==> src/rtl/eval_pkg.sv <==
// Shared types and constants for the evaluator arbiter: FSM states, evaluator codes, timer width.
package eval_pkg;

  typedef enum logic [2:0] {
    IDLE = 3'd0,
    ARM  = 3'd1,
    CHK1 = 3'd2,
    CHK2 = 3'd3,
    WAIT = 3'd4,
    DONE = 3'd5
  } state_t;

  localparam logic [1:0] CODE_IDLE = 2'b00;
  localparam logic [1:0] CODE_ADV  = 2'b01;
  localparam logic [1:0] CODE_REJ  = 2'b10;
  localparam logic [1:0] CODE_APP  = 2'b11;

  localparam int TIMER_W = 4;

  // Both final codes (reject/approve) have the upper bit set.
  function automatic logic is_final(input logic [1:0] code);
    return code[1];
  endfunction

endpackage

==> src/rtl/rr_pick.sv <==
// Combinational round-robin select: first asserted request at or after rr_ptr, wrapping at NREQ.
module rr_pick #(
  parameter  int NREQ  = 4,
  localparam int IDX_W = $clog2(NREQ)
) (
  input  logic [NREQ-1:0]  req,
  input  logic [IDX_W-1:0] rr_ptr,
  output logic [IDX_W-1:0] idx,
  output logic             valid
);

  logic [IDX_W:0] pos;

  always_comb begin
    idx   = '0;
    valid = 1'b0;
    pos   = '0;
    for (int i = 0; i < NREQ; i++) begin
      pos = {1'b0, rr_ptr} + (IDX_W+1)'(i);
      if (pos >= (IDX_W+1)'(NREQ)) pos = pos - (IDX_W+1)'(NREQ);
      if (!valid && req[pos[IDX_W-1:0]]) begin
        valid = 1'b1;
        idx   = pos[IDX_W-1:0];
      end
    end
  end

endmodule

==> src/rtl/eval_arbiter.sv <==
// Round-robin arbiter sharing one two-step evaluator among NREQ stations.
// Optional STATS_EN adds per-station saturating approve/reject counters.
//
// state | meaning
// IDLE  | no transaction; pick next requester round-robin
// ARM   | present=1, check=0: evaluator arms
// CHK1  | present=1, check=bit0
// CHK2  | early reject if code is 10, else present=1, check=bit1
// WAIT  | present=0, wait for final code or timeout
// DONE  | done pulse, verdict valid, advance rr pointer
module eval_arbiter
  import eval_pkg::*;
#(
  parameter  int NREQ    = 4,
  parameter  int TIMEOUT = 15,
  localparam int IDX_W   = $clog2(NREQ)
) (
  input  logic              clk,
  input  logic              rst_n,
  input  logic [NREQ-1:0]   req,
  input  logic [2*NREQ-1:0] req_bits,
  output logic              ev_present,
  output logic              ev_check,
  input  logic [1:0]        ev_code,
  output logic [NREQ-1:0]   gnt,
  output logic              done,
  output logic [1:0]        verdict,
  output logic              busy
`ifdef STATS_EN
  ,
  input  logic [IDX_W-1:0]  stat_sel,
  output logic [7:0]        stat_approve,
  output logic [7:0]        stat_reject
`endif
);

  state_t               state_q, state_n;
  logic [IDX_W-1:0]     idx_q, idx_n;
  logic [IDX_W-1:0]     rr_ptr_q, rr_ptr_n;
  logic [1:0]           bits_q, bits_n;
  logic [TIMER_W-1:0]   timer_q, timer_n;
  logic [1:0]           verdict_n;
  logic [NREQ-1:0]      gnt_n;
  logic                 present_n, check_n, done_n, busy_n;

  logic [IDX_W-1:0]     pick_idx;
  logic                 pick_valid;

  rr_pick #(.NREQ(NREQ)) u_rr_pick (
    .req    (req),
    .rr_ptr (rr_ptr_q),
    .idx    (pick_idx),
    .valid  (pick_valid)
  );

  always_comb begin
    state_n   = state_q;
    idx_n     = idx_q;
    rr_ptr_n  = rr_ptr_q;
    bits_n    = bits_q;
    timer_n   = timer_q;
    verdict_n = verdict;
    case (state_q)
      IDLE: begin
        if (pick_valid) begin
          idx_n   = pick_idx;
          bits_n  = req_bits[{pick_idx, 1'b0} +: 2];
          state_n = ARM;
        end
      end
      ARM:  state_n = CHK1;
      CHK1: state_n = CHK2;
      CHK2: begin
        if (ev_code == CODE_REJ) begin
          verdict_n = CODE_REJ;
          state_n   = DONE;
        end else begin
          timer_n = TIMER_W'(TIMEOUT - 1);
          state_n = WAIT;
        end
      end
      WAIT: begin
        if (is_final(ev_code)) begin
          verdict_n = ev_code;
          state_n   = DONE;
        end else if (timer_q == '0) begin
          verdict_n = CODE_IDLE;
          state_n   = DONE;
        end else begin
          timer_n = timer_q - TIMER_W'(1);
        end
      end
      DONE: begin
        rr_ptr_n = (idx_q == IDX_W'(NREQ - 1)) ? '0 : idx_q + IDX_W'(1);
        state_n  = IDLE;
      end
      default: state_n = IDLE;
    endcase

    // Outputs are registered from the next-state decision so they line up with the state.
    present_n = (state_n == ARM) || (state_n == CHK1) || (state_n == CHK2);
    check_n   = 1'b0;
    if (state_n == CHK1) check_n = bits_n[0];
    if (state_n == CHK2) check_n = bits_n[1];
    done_n = (state_n == DONE);
    busy_n = (state_n != IDLE);
    gnt_n  = (state_n == IDLE) ? '0 : (NREQ'(1) << idx_n);
  end

  always_ff @(posedge clk or posedge rst_n) begin
    if (rst_n) begin
      state_q    <= IDLE;
      idx_q      <= '0;
      rr_ptr_q   <= '0;
      bits_q     <= '0;
      timer_q    <= '0;
      verdict    <= CODE_IDLE;
      gnt        <= '0;
      done       <= 1'b0;
      busy       <= 1'b0;
      ev_present <= 1'b0;
      ev_check   <= 1'b0;
    end else begin
      state_q    <= state_n;
      idx_q      <= idx_n;
      rr_ptr_q   <= rr_ptr_n;
      bits_q     <= bits_n;
      timer_q    <= timer_n;
      verdict    <= verdict_n;
      gnt        <= gnt_n;
      done       <= done_n;
      busy       <= busy_n;
      ev_present <= present_n;
      ev_check   <= check_n;
    end
  end

`ifdef STATS_EN
  logic [7:0] app_cnt [NREQ];
  logic [7:0] rej_cnt [NREQ];

  // Verdict register is stable during DONE; timeouts (00) are not counted.
  always_ff @(posedge clk or posedge rst_n) begin
    if (rst_n) begin
      for (int i = 0; i < NREQ; i++) begin
        app_cnt[i] <= '0;
        rej_cnt[i] <= '0;
      end
    end else if (state_q == DONE) begin
      if (verdict == CODE_APP && app_cnt[idx_q] != 8'hFF)
        app_cnt[idx_q] <= app_cnt[idx_q] + 8'd1;
      if (verdict == CODE_REJ && rej_cnt[idx_q] != 8'hFF)
        rej_cnt[idx_q] <= rej_cnt[idx_q] + 8'd1;
    end
  end

  assign stat_approve = app_cnt[stat_sel];
  assign stat_reject  = rej_cnt[stat_sel];
`endif

endmodule

==> config.mk <==
export PLATFORM = sky130hd
export DESIGN_NAME = eval_arbiter
export DESIGN_NICKNAME = d
export VERILOG_FILES = /design/src/rtl/eval_pkg.sv /design/src/rtl/rr_pick.sv /design/src/rtl/eval_arbiter.sv
export SDC_FILE = /design/constraint.sdc
export NUM_CORES = 1
export LEC_CHECK = 0
export ABC_AREA = 1
export BUFFER_PORTS_ARGS = -buffer_cell sky130_fd_sc_hd__buf_2
export CELL_PAD_IN_SITES_DETAIL_PLACEMENT = 0
export CELL_PAD_IN_SITES_GLOBAL_PLACEMENT = 1
export CORE_MARGIN = 2
export CORE_UTILIZATION = 39
export DETAILED_ROUTE_END_ITERATION = 12
export PLACE_DENSITY_LB_ADDON = 0.1
export REMOVE_ABC_BUFFERS = 1
export SETUP_SLACK_MARGIN = 0.1
export SLEW_MARGIN = 20
export SYNTH_ARGS = -nofsm -noshare
export SYNTH_HDL_FRONTEND = slang
export SYNTH_SLANG_ARGS = --single-unit
==> constraint.sdc <==
create_clock -name clk -period 1.75 [get_ports clk]
set_input_delay 0.35 -clock clk [delete_from_list [all_inputs] [get_ports clk]]
set_output_delay 0.35 -clock clk [all_outputs]
set_load 0.01 [all_outputs]
==> qor.yml <==
clock_network:
  hold_buffers: 0
  cts-buffers-inserted: 3
  clock_sinks: 23
  clock_latency_ns: 0.31
  cts_tree: "yes"
  clockBufferDepth: 2
  cts_max_level: 1
  path_clk_slew_ns: 0.12
  cts_root_buf: "clkbuf_4"
routing:
  drc_errors: 0
  ant_nets: 0
  vias: 1355
  viasPerCell: 4.77
  dr.pass1.iters: 4
  drt-wirelength-per-cell_um: 10.9
  drtIter0Drc: 45
  drt_wl_total_mm: 3.09
layout:
  fillCellCount: 332
  stdcell_count: 284
  final_area_um2: 1970
  area_delta_synth_final_pct: 38.5
  drive_above_1_share: 0.454
  final_nets: 257
  antenna_cells: 0
synthesis:
  synthTopCellsByArea: "dfrtp_1 40%, nand2_1 14%, inv_1 7.1%, nand3_1 6.0%, nand2_2 5.7%"
  yosysMostFrequentCell: "nand2_1"
  ys_types: 25
  ys.flop_type: "dfrtp_1"
  synth_warnings: 0
  synth-xor-area-share: 0
  ys_seq_elements: 23
  avgSynthCellArea_um2: 7.48
  synth_cells: 190
  synth_mux_area_frac: 0
  synth_common_cells: "52 x nand2_1, 27 x inv_1, 23 x dfrtp_1, 17 x nand3_1, 13 x nand2_2"
  synth_edf_count: 0
  netlist_area_um2: 1420
  synth_top_family_by_area: "simple AND/OR/NAND/NOR gates"
  synth_top_area_share: 0.405
  synth_top_area_cell: "dfrtp_1"
  synth-seq-area-share: 0.405
  synthArstFlopShare: 1.00
  synth-compound-area-share: 0.0502
  synth_fa_ha_area_frac: 0.0176
  yosys.area_share.simple: 0.423
placed_design:
  dp.cells: 271
  placed_area_um2: 1680
  place_hpwl_mm: 2.26
  dp_slack_ns: -0.135
  place_congestion: 0.811
  portBuffers: 25
sta:
  timing.final.ws_setup_ns: -0.0165
  skew_ns: 0.00247
  rsz0062_at_grt: "yes"
  setup_viol: 2
  fmax_mhz: 566
  worstMarginPinSlew_ns: 0.459
  slew_violations: 0
  tns_ns: -0.0284
  post-route-period-util: 1.01
  finalCriticalPeriod_ns: 1.77
  max_slew_margin: 0.691
  hold_viol: 0
grt:
  grt_max_degree: 24
  grt_pass1_wl_mm: 5.11
  grt_usage: 0.154
  grt_pass1_vias: 1278
  antenna_found_initial: 0
  grt-ovfl-total: 0
pwr:
  peakVddDrop_mv: 1.12
  power_leakage_nw: 1.04
  power.density_nw_per_um2: 2020
flow_run:
  max_cap_violations: 0
floorplan:
  io_pins: 26
  die_y_um: 64.4
  die-area_um2: 4140
  core_area_um2: 3420
  num_rows: 21
  die_w_um: 64.4
  initial_core_util: 0.416
setup_path:
  cp-start-kind: "flop"
  cp.required_ns: 1.97
  cp.arrival_ns: 1.98
  reg2reg_setup_slack_ns: -0.02
  cp-end-kind: "flop"
  rr_worst_depth: 13
  crit_chain: "buf_6 -> inv_8 -> nand2_4 -> nand3_4 -> nand2_4 -> nor2_4 -> nand3_4 -> nand2_8 -> inv_6 -> o21ai_4 -> inv_2 -> nand2_2 -> nor2_1"
  worstReg2RegStart: "rr_ptr_q[0]"
  cp_slowest_cell: "dfrtp_2"
  cpPeakStageDelay_ns: 0.46
  regToRegEndpoint: "gnt[1]"
  crit_fanout: 5
  crit_type: "reg2reg"
status:
  violations: "setup timing"
  status: "finished, violations left"
hold_path:
  hold_class: "in2async"
[cell families after synthesis]
kind of cell	Yosys count
simple gates	117
buf+inv	35
flops	23
compound gates	13
fa+ha+maj	2
[worst max-delay path by stage]
| stage | from | end | cells past startpoint |
|---|---|---|---|
| final | rr_ptr_q[0] | gnt[1] | 13 |
| after global routing | rr_ptr_q[0] | gnt[1] | 13 |
| after CTS | rr_ptr_q[0] | gnt[0] | 13 |
| after detailed placement | rr_ptr_q[0] | gnt[2] | 11 |
| after global placement | rr_ptr_q[0] | gnt[2] | 11 |
| after floorplan | rr_ptr_q[0] | gnt[3] | 11 |
[report_power, final]
part,internal [mW],switching [mW]
registers,0.770,0.171
logic,1.13,1.66
clock network,0.0872,0.157
total,1.99,1.99
[sequential cells by signal, summed over array words and instances, names as in the netlist]
name,flops
gnt,4
timer_q,4
state_q,3
bits_q,2
idx_q,2
rr_ptr_q,2
verdict,2
busy,1
done,1
ev_check,1
ev_present,1
[worst max-delay path: cells and delay by family, from the launching register on]
family,cells,cell delay [ns]
buffers and inverters,4,0.32
and+or+nand+nor,8,0.72
AOI/OAI and AO/OA,1,0.18
DFF,1,0.46
[cells in the final DEF, fill, tap and decap left out, types with 2 or more instances in the layout]
cell,count
buf_2,25
nor3_1,3
nand2_2,16
nand3_1,10
dfrtp_2,2
inv_1,25
nand3b_1,3
nand3_2,5
ha_1,2
nor2_4,5
nand3_4,5
nand4_1,5
nor2_2,2
dfrtp_1,21
buf_4,16
o21ai_0,7
nand2_1,39
nand2_4,11
clkbuf_4,3
inv_2,7
o21ai_1,2
buf_6,3
nor2_1,10
[metal layers]
layer  GRT usage  routed length (um)
met5           0                   0
met4      0.0160                   0
met3      0.0423                 105
met2       0.266                1560
met1       0.198                1420
[per-stage QoR]
step / hold WS (ns) / utilization / total power, mW
detailed placement: 0.407 / 0.490 / 3.06
global placement: 0.397 / 0.490 / 3.02
global route: 0.0645 / 0.576 / 4.33
CTS: 0.0458 / 0.530 / 3.55
floorplan: 0.352 / - / 2.49
finish: 0.0468 / 0.576 / 3.98
[repair_timing]
action | CTS | global route
setup endpoints to repair | 10 | 14
pin swaps | 4 | 5
resized for setup | 18 | 33
buffers inserted | 6 | 2
cloned | 1 | 0
[final cells by class]
class,instances,area [um^2],share of cell area
multi-input combinational,132,877,0.446
clock buffer,3,22.5,0.0114
clock inverter,1,7.51,0.00381
tap,46,57.6,0.0292
inverter,34,140,0.0712
timing repair buffer,44,279,0.142
timing repair inverter,1,6.26,0.00318
sequential,23,578,0.294
(Power assumes the default switching activity.)
